--- src/rtl/maze_path_player.sv ---
// Replays a solved maze path: pops moves from the answer stack one at a time,
// walks them from the start cell and streams each (move, x, y) record downstream.
module maze_path_player #(
    parameter int COORD_W = 4,
    parameter int START_X = 0,
    parameter int START_Y = 0,
    parameter int CNT_W   = 8
) (
    input  logic               clk,
    input  logic               rst,
    input  logic               start,
    input  logic               ans_empty,
    input  logic [1:0]         ans_dout,
    output logic               ans_pop,
    output logic               out_valid,
    input  logic               out_ready,
    output logic [1:0]         out_move,
    output logic [COORD_W-1:0] out_x,
    output logic [COORD_W-1:0] out_y,
    output logic               busy,
    output logic               done,
    output logic               err,
    output logic [CNT_W-1:0]   step_count
);

    localparam int SW = COORD_W + 2;
    localparam logic signed [SW-1:0] ONE  = SW'(1);
    localparam logic signed [SW-1:0] CMAX = SW'((1 << COORD_W) - 1);
    localparam logic [COORD_W-1:0]   SX   = COORD_W'(START_X);
    localparam logic [COORD_W-1:0]   SY   = COORD_W'(START_Y);

    typedef enum logic [1:0] {IDLE, FETCH, SEND, DONE} state_t;

    state_t state, state_nxt;

    logic [COORD_W-1:0]     cur_x, cur_y;
    logic signed [SW-1:0]   nx, ny;
    logic                   oob;

    function automatic logic [CNT_W-1:0] sat_inc(input logic [CNT_W-1:0] v);
        return (&v) ? v : v + 1'b1;
    endfunction

    // Candidate cell is computed with headroom so both underflow and overflow show up.
    always_comb begin
        nx = $signed({2'b00, cur_x});
        ny = $signed({2'b00, cur_y});
        unique case (ans_dout)
            2'd0: ny = ny + ONE;
            2'd1: nx = nx + ONE;
            2'd2: nx = nx - ONE;
            2'd3: ny = ny - ONE;
            default: ;
        endcase
        oob = nx[SW-1] || ny[SW-1] || (nx > CMAX) || (ny > CMAX);
    end

    always_comb begin
        state_nxt = state;
        ans_pop   = 1'b0;
        unique case (state)
            IDLE, DONE: if (start) state_nxt = FETCH;
            FETCH: begin
                if (ans_empty || oob) begin
                    state_nxt = DONE;
                end else begin
                    state_nxt = SEND;
                    ans_pop   = !rst;
                end
            end
            SEND: if (out_ready) state_nxt = FETCH;
            default: state_nxt = IDLE;
        endcase
    end

    assign out_valid = (state == SEND);
    assign busy      = (state == FETCH) || (state == SEND);
    assign done      = (state == DONE);

    always_ff @(posedge clk) begin
        if (rst) begin
            state      <= IDLE;
            err        <= 1'b0;
            step_count <= '0;
            out_move   <= 2'd0;
            out_x      <= SX;
            out_y      <= SY;
            cur_x      <= SX;
            cur_y      <= SY;
        end else begin
            state <= state_nxt;
            unique case (state)
                IDLE, DONE: begin
                    if (start) begin
                        cur_x      <= SX;
                        cur_y      <= SY;
                        step_count <= '0;
                        err        <= 1'b0;
                    end
                end
                FETCH: begin
                    if (ans_empty) begin
                        err <= 1'b0;
                    end else if (oob) begin
                        err <= 1'b1;
                    end else begin
                        out_move <= ans_dout;
                        out_x    <= nx[COORD_W-1:0];
                        out_y    <= ny[COORD_W-1:0];
                    end
                end
                SEND: begin
                    if (out_ready) begin
                        cur_x      <= out_x;
                        cur_y      <= out_y;
                        step_count <= sat_inc(step_count);
                    end
                end
                default: ;
            endcase
        end
    end

endmodule

--- config.mk ---
export PLATFORM = sky130hd
export DESIGN_NAME = maze_path_player
export DESIGN_NICKNAME = d
export VERILOG_FILES = /design/src/rtl/maze_path_player.sv
export SDC_FILE = /design/constraint.sdc
export NUM_CORES = 1
export LEC_CHECK = 0
export BUFFER_PORTS_ARGS = -buffer_cell sky130_fd_sc_hd__buf_4
export CAP_MARGIN = 20
export CORE_MARGIN = 3
export CORE_UTILIZATION = 45
export CTS_CLUSTER_DIAMETER = 40
export DETAILED_ROUTE_END_ITERATION = 7
export HOLD_SLACK_MARGIN = 0.15
export MAX_ROUTING_LAYER = met4
export PLACE_DENSITY = 0.71
export SLEW_MARGIN = 15
export SYNTH_ARGS = -nofsm -noshare
export SYNTH_HDL_FRONTEND = slang
export SYNTH_SLANG_ARGS = --single-unit
--- constraint.sdc ---
create_clock -name clk -period 1.8 [get_ports clk]
set_input_delay 0.09 -clock clk [delete_from_list [all_inputs] [get_ports clk]]
set_output_delay 0.09 -clock clk [all_outputs]
set_load 0.03 [all_outputs]
# After elaboration in Yosys (flattened, before gate mapping)
# Cells that the tools add are included.
dict set report word_totals {
  ff_bits 29
  input_bits 7
  out_inout_bits 23
  elab_cells 65
}
dict set report classes {
  n_addsub 5
  n_lt_le_gt_ge 2
  eq_ne 10
  muxes 21
  n_bitwise 2
  n_reduce_logical 17
}
# operator n
set op_table {}
lappend op_table {{2-to-1 mux 8 bit} 3}
lappend op_table {{one-hot mux 6 bit (2 select lines)} 2}
lappend op_table {{one-hot mux 4 bit (2 select lines)} 2}
lappend op_table {{one-hot mux 8 bit (2 select lines)} 1}
lappend op_table {{> comparator 6 x 5 -> 1 bit (second input constant)} 2}
lappend op_table {{2-to-1 mux 4 bit} 3}
lappend op_table {{adder 4 x 1 -> 5 bit (second input constant)} 2}
lappend op_table {{subtractor 4 x 1 -> 5 bit (second input constant)} 2}
lappend op_table {{AND reduction 3 bit} 3}
lappend op_table {{adder 8 x 1 -> 8 bit (second input constant)} 1}
lappend op_table {{== test 2 bit (second input constant)} 4}
lappend op_table {{AND reduction 8 bit} 1}
lappend op_table {{2-to-1 mux 1 bit} 6}
lappend op_table {{one-hot mux 2 bit (3 select lines)} 1}
lappend op_table {{logical OR 1 bit} 5}
lappend op_table {{== test 2 x 1 -> 1 bit (second input constant)} 2}
lappend op_table {{zero test 2 bit} 2}
lappend op_table {{2-to-1 mux 2 bit} 2}
lappend op_table {{inequality test 2 bit (second input constant)} 2}
lappend op_table {{AND reduction 4 bit} 1}
lappend op_table {{nonzero test 2 bit} 2}
lappend op_table {{inequality test 3 bit (second input constant)} 1}
lappend op_table {{inequality test 2 x 1 -> 1 bit (second input constant)} 1}
lappend op_table {{inverter 1 bit} 2}
lappend op_table {{4 further kinds} 4}

# Logic depth before layout (Yosys ltp)
dict set report depth {
  ltp_word 8
  depth_mapped 8
  ltp_nobuf 7
}

# Worst setup path after synthesis
# No wires, ideal clock.
dict set report synth_path {
  path_kind {register to output}
  start {reg cur_x[0]}
  end {out ans_pop}
  arrival_time_ns 1.786
  required_ns 1.710
  setup_slack_ns -0.076
  path_stages_with_launch 8
  n_path_buf 1
  path_cell_list {dfxtp_1 inv_1 ha_1 nand2_1 o311ai_4 a21boi_4 buf_8 nor2b_1}
}
dict set report synth_via {
  elab_chain_len 8
  elab_cells_between_ends 10
  cone_classes {add/sub: 2; order compare: 1; mux: 3; reduce/logical: 4}
}
# item line
set synth_lines {}
lappend synth_lines {{start: declaration} 36} ;# logic [COORD_W-1:0] cur_x, cur_y;
lappend synth_lines {{start signal: assignment} 114} ;# cur_x <= out_x;
lappend synth_lines {{subtractor 4 x 1 -> 5 bit / adder 4 x 1 -> 5 bit (equally long branches)} {51, 50}}
lappend synth_lines {{one-hot mux 6 bit (2 select lines) (*)} 48} ;# unique case (ans_dout)
lappend synth_lines {{> comparator 6 x 5 -> 1 bit / logical OR 1 bit (equally long branches)} 55} ;# oob = nx[SW-1] || ny[SW-1] || (nx > CMAX) || (ny > CMAX);
lappend synth_lines {{logical OR 1 bit (*) (2 in a row)} 55}
lappend synth_lines {{logical OR 1 bit (*)} 64} ;# if (ans_empty || oob) begin
lappend synth_lines {{2-to-1 mux 1 bit (*)} 64}
lappend synth_lines {{2-to-1 mux 1 bit (*)} 61} ;# unique case (state)
lappend synth_lines {{end: declaration} 14} ;# output logic ans_pop,
# Every way passes the cells marked *; elsewhere a longest branch is shown, timed or not.

# Worst setup path in the final report
dict set report layout_path {
  start {reg cur_x[1]}
  end {out ans_pop}
}
# The elaborated chain is that of the path after synthesis.

==> impl_results.md <==
- Synth area leaders: dfxtp_1 34%, ha_1 8.9%, mux2i_1 5.9%
- Main combinational cell family by area after synthesis: simple AND/OR/NAND/NOR gates
- Post-route cell area: 2260 um^2
- Sequential area share after synthesis: 0.342
- Worst hold path class: in2reg
- CP Capture Type: output port
- Vias per cell: 5.34
- Max-slew violations: 0
- Power Density: 785 nW/um^2
- Post-DP Area: just over 2000 um^2
- Yosys reg bits: 29
- Reg2Reg Setup Slack: 0.07 ns
- Vias in the first global route: 1,377
- Critical path launch point type: flop
- Post-synthesis simple-gate area fraction: 0.222
- CTS Sinks: 29
- Top cell type's share of synthesized area: 0.342
- Dominant cell type by area after synthesis: dfxtp_1
- ANT cells: 0
- Final core occ: 0.651
- Worst Path Required: 1.71 ns
- M1 GR Usage: 0.229
- Synth Area in XOR/XNOR: 0.0258
- Die area: 4540 um^2
- Maxcap violations: 0
- Maximum VDD drop: between 0.0005 and 0.0006 V
- Worst clock skew: 0.00478 ns
- CTS max path bufs: 2
- Largest net degree at the start of global routing: 24
- Layout Cells excl Fill: 284
- Max_slew headroom: 0.743
- DRC violations left: 0
- Endpoints failing setup: 0
- Share of layout cells above drive strength 1: 0.374
- TritonRoute pass-1 iters: 4
- Tot GR Track Use: 0.186
- Total routed wirelength: 3800 um
- Synth Area in Compound Gates: 0.208
- Clock transition at path regs: 0.06 ns
- CP max FO: 6
- Slowest Stage Delay on Critical Path: between 0.3 and 0.4 ns
- Syn Area/Cell: about 9 um^2
- Leakage: around 0.9 nW
- Routed Antenna Nets: 0
- Effective utilization at floorplan: 0.489
- Die span in y: 67.4 um
- Outcome: finished, final reports clean
- Synth Cell Area: about 1700 um^2
- Placeable core area: around 3500 um^2
- # rows: 21
- Worst-skew pair later-pin latency: around 0.28 ns
- Hold path endpoint: state[1]$_SDFFE_PP0P_
- CP max-delay cell: dfxtp_2
- Die Wd: 67.4 um
- Nets: roughly 260
- Busiest layer in global routing: met2
- Final hold slack: 0.162 ns
- Iter 0 DRT Violations: 64
- Via count: 1,516
- Mapped Nets: between 200 and 250
- R2r startpoint: state[0]$_SDFFE_PP0P_
- Grt met2 use: 0.297
- Worst Tran Pin Value: 0.385 ns
- Area share of fa/ha/maj cells after synthesis: 0.0886
- Total CTS buffers: 5
- Number of instances in the placed design: 272
- Number of flops mapped to enable cells by yosys: 0
- Clk root buf: clkbuf_8
- Fmax: 572 MHz
- IO Port Bufs: 29
- Async S/R FF share, synth: 0
- DR WL/cell: 13.4 um
- Initial antenna violation count: 0
- Final-report hold violation count: 0
- Hold Path Depth: 2
- First-pass GRT wire length: 6180 um
- Synth cell types: 43
- RSZ-0062 raised after global routing: yes
- # H-tree levels: 2
- Worst r2r dst: step_count[5]$_SDFFE_PP0P_
- Tmin final: between 1.5 and 2 ns
- Setup_tns: 0 ns
- Placer Congestion: 0.788
- Global route overflow: 0
- Fill cells: 306
- HP Start: rst
- Main flop type after synthesis: dfxtp_1
- Worst Path Arrival: 1.66 ns
- Crit Path Class: reg2out
- Reg2reg path depth: 7
- Syn-to-layout area delta: 33.2%
- Gate Count Post-Synth: 189
- Syn. warnings: 0
- Mux cell area share after synthesis: 0.0590
- Crit-path cells: inv_2 -> ha_4 -> nand2_2 -> o311ai_4 -> a21boi_4 -> nor2b_2 -> buf_6
- CTS tree: built
- Fraction of the cycle the final worst path needs: 0.972
- Hpwl dp: 2680 um
- Ports: 30
- Global Route met3 Usage: 0.0466
## placed cells by master (no fill, tap or decap), types with 2 or more instances in the layout
| cell | count |
|---|---|
| a211oi_2 | 3 |
| a21oi_1 | 12 |
| a21oi_2 | 2 |
| a22o_1 | 2 |
| a22oi_1 | 9 |
| and2_1 | 2 |
| and3_1 | 2 |
| buf_4 | 42 |
| buf_6 | 2 |
| clkbuf_8 | 7 |
| dfxtp_1 | 25 |
| dfxtp_2 | 3 |
| dlygate4sd3_1 | 2 |
| ha_1 | 8 |
| ha_4 | 3 |
| inv_1 | 9 |
| inv_2 | 4 |
| mux2i_1 | 10 |
| nand2_1 | 7 |
| nand2_2 | 3 |
| nand2b_1 | 3 |
| nand3_1 | 5 |
| nand3_2 | 2 |
| nand4_1 | 5 |
| nor2_1 | 26 |
| nor2_2 | 2 |
| nor2b_2 | 2 |
| nor3_1 | 3 |
| o21ai_0 | 5 |
| o311ai_4 | 2 |
| or3_1 | 3 |
| xor2_1 | 4 |
## layout make-up
type | instances | area (um^2) | share of cell area
clock buffer | 7 | 96.3 | 0.0427
clock inverter | 1 | 5.00 | 0.00222
inverter | 13 | 48.8 | 0.0216
multi-input combinational | 141 | 1080 | 0.480
sequential | 29 | 588 | 0.260
tap | 46 | 57.6 | 0.0255
timing repair buffer | 47 | 378 | 0.167
## cell families (layout without fill, tap and decap cells)
logic type,after synthesis,in the layout
DFF,29,29
xor gates and xnor gates,5,5
buffers and inverters,19,68
muxes,10,10
and+or+nand+nor,71,71
adders and majority gates,12,12
AOI/OAI and AO/OA,43,43
## synthesized netlist by cell type, types with 3 or more instances
cell type / number
nand3_1: 5
inv_1: 12
nand2b_1: 3
mux2i_1: 10
o21ai_0: 5
clkbuf_1: 3
nor3_1: 3
or3_1: 3
a211oi_2: 3
nor2b_1: 3
nand4_1: 5
nand2_1: 9
ha_1: 12
nor2_1: 26
dfxtp_1: 29
xor2_1: 4
a21oi_1: 14
a22oi_1: 9
## routing by layer
| metal | wire length, um | vias up |
|---|---|---|
| met1 | 1680 | 704 |
| met4 | 39 | 0 |
| met3 | 187 | 5 |
| li1 | - | 773 |
| met5 | 0 | - |
| met2 | 1890 | 34 |
## power breakdown
part | leakage [nW] | internal (mW) | switching [mW]
Combinational | 0.620 | 0.213 | 0.279
Sequential | 0.237 | 0.667 | 0.0245
Clock | 0.0542 | 0.345 | 0.244
Total | 0.911 | 1.22 | 0.547
## repair_timing
item,in CTS,in global routing
gates resized for setup,2,20
hold buffers,2,0
setup endpoints to repair,4,25
buffers inserted,2,0
endpoints found under the hold margin,2,0
pin swaps,1,6
## worst max-delay path, delay by kind of cell, from the launching register on
kind / cells / cell delay (ns)
AOI/OAI and AO/OA: 2 / 0.44
adders and majority gates: 1 / 0.14
buffers and inverters: 2 / 0.22
DFF: 1 / 0.35
and+or+nand+nor: 2 / 0.23
## through the flow
step	worst slack (ns)	total power [mW]
after floorplan	0.0426	1.01
after global placement	0.0534	1.16
after detailed placement	-0.00578	1.17
after CTS	0.00294	1.77
after global routing	-0.0224	1.86
final	0.0507	1.77
## sequential cells by signal (all words and copies together) (netlist names)
signal and flops:
cur_x 4, cur_y 4, err 1, out_move 2, out_x 4, out_y 4, state 2, step_count 8
## worst max-delay path by stage
stage                                     start                    endpoint  slack [ns]  depth (start not counted)
after CTS                 state[0]$_SDFFE_PP0P_  step_count[5]$_SDFFE_PP0P_       0.003                          7
final                     cur_x[1]$_SDFFE_PP0P_                     ans_pop        0.05                          7
after floorplan           state[0]$_SDFFE_PP0P_  step_count[4]$_SDFFE_PP0P_        0.04                          7
after global routing      cur_y[0]$_SDFFE_PP0P_                     ans_pop       -0.02                          7
after global placement    cur_x[0]$_SDFFE_PP0P_    out_move[0]$_SDFFE_PP0P_        0.05                          8
after detailed placement  state[0]$_SDFFE_PP0P_  step_count[6]$_SDFFE_PP0P_      -0.006                          6
Note: power is estimated with default switching activity, not from simulation.
